[config.mk]
export PLATFORM = sky130hd
export DESIGN_NAME = uart_rx
export DESIGN_NICKNAME = d
export VERILOG_FILES = /design/src/rtl/uart_rx_pkg.sv /design/src/rtl/uart_rx_sync.sv /design/src/rtl/uart_rx.sv
export SDC_FILE = /design/constraint.sdc
export NUM_CORES = 1
export LEC_CHECK = 0
export CORE_UTILIZATION = 50
export CTS_CLUSTER_SIZE = 40
export DETAILED_ROUTE_END_ITERATION = 8
export GPL_ROUTABILITY_DRIVEN = 0
export GPL_TIMING_DRIVEN = 0
export PLACE_DENSITY = 0.76
export SLEW_MARGIN = 5
export SYNTH_ARGS = -nofsm -noshare
export SYNTH_HDL_FRONTEND = slang
export SYNTH_SLANG_ARGS = --single-unit
[constraint.sdc]
create_clock -name clk_i -period 2.7 [get_ports clk_i]
set_input_delay 0.27 -clock clk_i [delete_from_list [all_inputs] [get_ports clk_i]]
set_output_delay 0.27 -clock clk_i [all_outputs]
set_load 0.01 [all_outputs]
[src/rtl/uart_rx_pkg.sv]
// uart_rx_pkg: constants and types shared by the UART receiver files.
//   rx_state_e : one-hot receiver FSM encoding
//   rx_ctx_t   : FSM context register (state + bit-time and bit counters)
package uart_rx_pkg;

  localparam int UART_DATA_BITS = 8;

  typedef enum logic [3:0] {
    RX_ST_IDLE  = 4'b0001,
    RX_ST_START = 4'b0010,
    RX_ST_DATA  = 4'b0100,
    RX_ST_STOP  = 4'b1000
  } rx_state_e;

  // The whole FSM context lives in one struct so a checker can bind to a
  // single signal (u_dut.ctx_q) to observe state and both counters.
  typedef struct packed {
    rx_state_e  state;
    logic [7:0] bt_cnt;
    logic [2:0] bit_cnt;
  } rx_ctx_t;

endpackage

[src/rtl/uart_rx_sync.sv]
// uart_rx_sync: two-flop synchronizer for the asynchronous serial line,
// followed by a falling-edge detector on the synchronized value.
//   clk_i   : system clock
//   rst_n_i : asynchronous active-low reset (all flops reset to line idle = 1)
//   d_i     : asynchronous serial input
//   q_o     : synchronized line (rx_s)
//   fall_o  : high while rx_s=0 and the previous rx_s was 1
module uart_rx_sync (
  input  logic clk_i,
  input  logic rst_n_i,
  input  logic d_i,
  output logic q_o,
  output logic fall_o
);

  logic sync1_q;
  logic sync2_q;
  logic prev_q;

  always_ff @(posedge clk_i or negedge rst_n_i) begin
    if (!rst_n_i) begin
      sync1_q <= 1'b1;
      sync2_q <= 1'b1;
      prev_q  <= 1'b1;
    end else begin
      sync1_q <= d_i;
      sync2_q <= sync1_q;
      prev_q  <= sync2_q;
    end
  end

  assign q_o    = sync2_q;
  assign fall_o = ~sync2_q & prev_q;

endmodule

[src/rtl/uart_rx.sv]
// uart_rx: UART receiver. Frame = start bit (0), 8 data bits MSB first,
// stop bit (1). The line is oversampled CLKS_PER_BIT times per bit and
// sampled mid-bit; framing errors and overruns are flagged.
//   CLKS_PER_BIT : clocks per serial bit (4..255)
//   clk_i        : system clock
//   rst_n_i      : asynchronous active-low reset
//   RxD_i        : asynchronous serial line, idles high
//   rd_i         : host consumed data_o (only meaningful while valid_o=1)
//   data_o       : last received byte
//   valid_o      : data_o holds an unread byte
//   frame_err_o  : last frame ended with stop bit = 0
//   overrun_o    : sticky, an unread byte was overwritten
//   RX_busy_o    : a frame is in progress (START/DATA/STOP)
//
// Host handshake: valid_o=1 means data_o holds an unread byte. The host
// acknowledges with rd_i=1 for one cycle while valid_o=1; valid_o and
// overrun_o clear on the next edge. rd_i while valid_o=0 is ignored. A byte
// completing in the same cycle as rd_i is loaded with valid_o kept at 1 and
// no overrun.
module uart_rx
  import uart_rx_pkg::*;
#(
  parameter int CLKS_PER_BIT = 16
) (
  input  logic       clk_i,
  input  logic       rst_n_i,
  input  logic       RxD_i,
  input  logic       rd_i,
  output logic [7:0] data_o,
  output logic       valid_o,
  output logic       frame_err_o,
  output logic       overrun_o,
  output logic       RX_busy_o
);

  // Start is confirmed half a bit after the edge; every later sample is a
  // full bit apart, which lands them mid-bit.
  localparam logic [7:0] BT_HALF = 8'(CLKS_PER_BIT / 2 - 1);
  localparam logic [7:0] BT_LAST = 8'(CLKS_PER_BIT - 1);
  localparam logic [2:0] BIT_LAST = 3'(UART_DATA_BITS - 1);

  logic rx_s;
  logic rx_fall;

  rx_ctx_t    ctx_q;
  logic [7:0] sh_q;
  logic [7:0] data_q;
  logic       valid_q;
  logic       frame_err_q;
  logic       overrun_q;

  uart_rx_sync u_sync (
    .clk_i   (clk_i),
    .rst_n_i (rst_n_i),
    .d_i     (RxD_i),
    .q_o     (rx_s),
    .fall_o  (rx_fall)
  );

  always_ff @(posedge clk_i or negedge rst_n_i) begin
    if (!rst_n_i) begin
      ctx_q       <= '{state: RX_ST_IDLE, bt_cnt: 8'd0, bit_cnt: 3'd0};
      sh_q        <= 8'h00;
      data_q      <= 8'h00;
      valid_q     <= 1'b0;
      frame_err_q <= 1'b0;
      overrun_q   <= 1'b0;
    end else begin
      // Host read; the STOP branch below may override valid_q in the same
      // cycle when a new byte lands.
      if (rd_i && valid_q) begin
        valid_q   <= 1'b0;
        overrun_q <= 1'b0;
      end

      unique case (ctx_q.state)
        RX_ST_IDLE: begin
          if (rx_fall) begin
            ctx_q.state  <= RX_ST_START;
            ctx_q.bt_cnt <= 8'd0;
          end
        end

        RX_ST_START: begin
          if (ctx_q.bt_cnt == BT_HALF) begin
            if (!rx_s) begin
              frame_err_q   <= 1'b0;
              ctx_q.bt_cnt  <= 8'd0;
              ctx_q.bit_cnt <= 3'd0;
              ctx_q.state   <= RX_ST_DATA;
            end else begin
              // Line went back high before mid start bit: a glitch.
              ctx_q.state <= RX_ST_IDLE;
            end
          end else begin
            ctx_q.bt_cnt <= ctx_q.bt_cnt + 8'd1;
          end
        end

        RX_ST_DATA: begin
          if (ctx_q.bt_cnt == BT_LAST) begin
            sh_q         <= {sh_q[6:0], rx_s};
            ctx_q.bt_cnt <= 8'd0;
            if (ctx_q.bit_cnt == BIT_LAST) begin
              ctx_q.state <= RX_ST_STOP;
            end else begin
              ctx_q.bit_cnt <= ctx_q.bit_cnt + 3'd1;
            end
          end else begin
            ctx_q.bt_cnt <= ctx_q.bt_cnt + 8'd1;
          end
        end

        RX_ST_STOP: begin
          if (ctx_q.bt_cnt == BT_LAST) begin
            if (rx_s) begin
              data_q  <= sh_q;
              valid_q <= 1'b1;
              if (valid_q && !rd_i) begin
                overrun_q <= 1'b1;
              end
            end else begin
              frame_err_q <= 1'b1;
            end
            ctx_q.state <= RX_ST_IDLE;
          end else begin
            ctx_q.bt_cnt <= ctx_q.bt_cnt + 8'd1;
          end
        end

        default: begin
          ctx_q.state <= RX_ST_IDLE;
        end
      endcase
    end
  end

  assign data_o      = data_q;
  assign valid_o     = valid_q;
  assign frame_err_o = frame_err_q;
  assign overrun_o   = overrun_q;
  assign RX_busy_o   = (ctx_q.state != RX_ST_IDLE);

endmodule
==> flow_summary.ini <==
[synthesis]
synth_seq_cells = 37
synth_cells = 138
post-synth-top-area-cell = dfrtp_1
nets_in_the_synthesized_netlist = 145
synth_seq_area_share_pct = 55.2
yosys.area.top_type_share_pct = 48.9
synth-edff-count = 0
synth.avg_cell_area_sq_um = 12.2
yosys_warnings = 0
synth.area.top_cells = dfrtp_1, mux2_2, dfstp_2
ys_types = 36
synth_common_cells = dfrtp_1, mux2_2, nand2_1, o21ai_0, nor2_1
synthArstFlopShare_pct = 100
yosys.cell_count.top_type = dfrtp_1
synthesis.area_sq_um = 1690
dominantRegCellSynth = dfrtp_1

[worst_setup_path]
critical_path.most_common_cell = buf_6
timing.rr.start = ctx_q[12]
regToRegSetupSlack_ns = 0.20
timing.reg2reg.worst_path_depth = 7
worstPathBufferInverterCount = 2
crit_start = ctx_q[12]
timing.critical_path.to = ctx_q[10]
r2r_end = ctx_q[10]
crit_required_ns = 2.93
worstSetupPathDepth = 7
worst-endpoint-arrival_ns = 2.73
worst_setup_path_start_kind = flop
crit_chain = buf_6, or4b_2, and3_1, o2bb2ai_2, or2_1, buf_6, o41ai_2
critical_path.endpoint_type = flop
path_delay_family = simple AND/OR/NAND/NOR gates
setup.worst_path.class = flop to flop
slowest_delay_ns = 0.74
critical_path.max_fanout = 10
crit_path_top_delay_cell = or4b_2

[sta]
tns_ns = 0
layout_worst_path_cycle_share_pct = 92.6
max_slew.worst_pin.slew_ns = 0.779
setup_viol_count_final = 0
rsz0062_at_grt = no
maxSlewHeadroom_pct = 48.0
timing_max_transition_violations_final = 0
maxClockFrequency_ghz = 0.400
report.final.hold_viol_count = 0
worst_clock_skew_ns = 0.00876
period_needed_ns = 2.50

[min_path]
hp-class = input port to asynchronous set/reset pin

[global_routing]
grt_util_all_layers_pct = 19.8
grt_pass1_wl_mm = 5.04
first_global_vias = 1125
grt.overflow.total = 0
grt_max_degree = 38
antenna_found_initial = 0

[cts]
clock-sinks = 37
cts_tree = yes
cts_hold_buffers = 0
h-tree-depth = 2
cts_buffers = 5
clock_path_buffers = 2
insertion_delay_of_the_later_clocked_pin_in_the_worst_skew_pair_ns = 0.34
root_buffer = clkbuf_4
path_clk_slew_ns = 0.10

[die]
ioPinCount = 16
core_sq_um = 3130
chipWidth_microns = 60.1
core.rowCount = 20
fp.dieArea_sq_um = 3610
initial_core_utilization_pct = 54.0
die_h_microns = 60.1

[placement]
placement.io_buffers = 15
postPlaceCellArea_sq_um = 1890
dp.final_hpwl_mm = 2.08
numPlacedInstances = 197

[route]
drt_iter0_drc = 63
drt_pass1_iterations = 4
vias_per_cell = 5.70
postRouteWirelength_mm = 2.97
route.antenna.remaining_nets = 0
number_of_vias_in_the_routed_layout = 1169
drc_violation_count_after_routing = 0
wl_per_cell_microns = 14.5

[finish]
stdcell_count = 205
insertedDiodeCount = 0
final_cell_area_excluding_filler_cells_sq_um = 1960
area_growth_pct = 15.9
nets = 167
post_route_cells_drive_above_1_share_pct = 25.5

[outcome]
result_of_the_run = finished, final reports clean

[flow_run]
cap_violations = 0

[power]
vdd_ir_drop_max_mv = 0.378
p_total_uw = 927
power_leakage_uw = 0.000868
power.density_cell_area_nw_per_um2 = 474
kinds of logic (layout without fill, tap and decap cells):
group                    Yosys count  after routing  share of synthesized area, %
AND/OR/NAND/NOR                   43             43                          15.3
flip-flops                        37             37                          55.2
AO/OA/AOI/OAI                     30             30                          13.0
multiplexers                      18             18                          11.9
buffers and inverters              7             30                          2.45
adder cells (fa/ha/maj)            3              3                          2.22
worst min path at each step:
stage                   start                          to  slack (ns)  depth (start not counted)
5_1_grt               rst_n_i                    ctx_q[4]        0.05                          1
3_3_place_gp   u_sync.sync1_q                  u_sync.q_o        0.35                          0
6_report              rst_n_i                     sh_q[6]      0.0001                          1
2_1_floorplan         rst_n_i  asynchronous set/reset pin       -0.03                          0
3_5_place_dp   u_sync.sync1_q                  u_sync.q_o        0.35                          0
4_1_cts               rst_n_i                   data_o[4]        0.01                          1
sequential cells by signal, indices dropped and copies added (netlist names), named ones only:
| register | count |
|---|---|
| frame_err_o | 1 |
| valid_o | 1 |
| u_sync.prev_q | 1 |
| data_o | 8 |
| sh_q | 8 |
| ctx_q | 15 |
| u_sync.q_o | 1 |
| u_sync.sync1_q | 1 |
per-layer routing:
layer	GRT usage (%)	share of wire [%]
met1	25.1	45
met2	30.9	49
met3	6.71	4.3
met4	8.31	1.8
met5	0	0
through the flow:
| stage | utilization [%] | setup WS (ns) | hold WS [ns] |
|---|---|---|---|
| detailed placement | 60.4 | 0.129 | 0.347 |
| global route | 62.5 | 0.0776 | 0.0545 |
| global placement | 60.5 | 0.155 | 0.347 |
| floorplan | - | 0.318 | -0.0256 |
| finish | 62.5 | 0.200 | 0.000141 |
| CTS | 62.4 | 0.107 | 0.00993 |
layout by cell type, fill, tap and decap left out, drive strengths merged, types with 2 or more instances in the layout:
master / n
dfstp: 4
a2bb2oi: 5
a22o: 2
and3: 2
nand3: 4
o21ai: 9
inv: 3
nor3: 3
mux2: 17
clkdlybuf4s50: 14
nand2: 10
clkbuf: 9
nor2: 7
or4b: 4
or3: 3
dfrtp: 33
a21oi: 3
buf: 3
o2bb2ai: 2
or2: 2
ha: 3
nor4b: 2
o22ai: 2
o31ai: 4
power by group:
group / leakage [uW] / internal, uW / switching, uW / total, uW
logic: 0.000334 / 26.3 / 29.8 / 56.1
registers: 0.000502 / 564 / 6.73 / 570
clock network: 0.0000315 / 127 / 173 / 301
what timing repair did:
item,in CTS,in global routing
buffers inserted,0,0
gates resized for setup,0,1
setup endpoints to repair,0,7
endpoints found under the hold margin,0,0
area by class of cell:
| cell class | instances | area [sq um] |
|---|---|---|
| fillers | 258 | 1170 |
| flip-flops and latches | 37 | 931 |
| multi-input cells | 94 | 721 |
| repair buffers | 15 | 145 |
| clock buffers | 7 | 55.1 |
| well taps | 44 | 55.1 |
| plain buffers | 4 | 30.0 |
| inverters | 3 | 11.3 |
| clock inverters | 1 | 7.51 |
(Power assumes the default switching activity.)
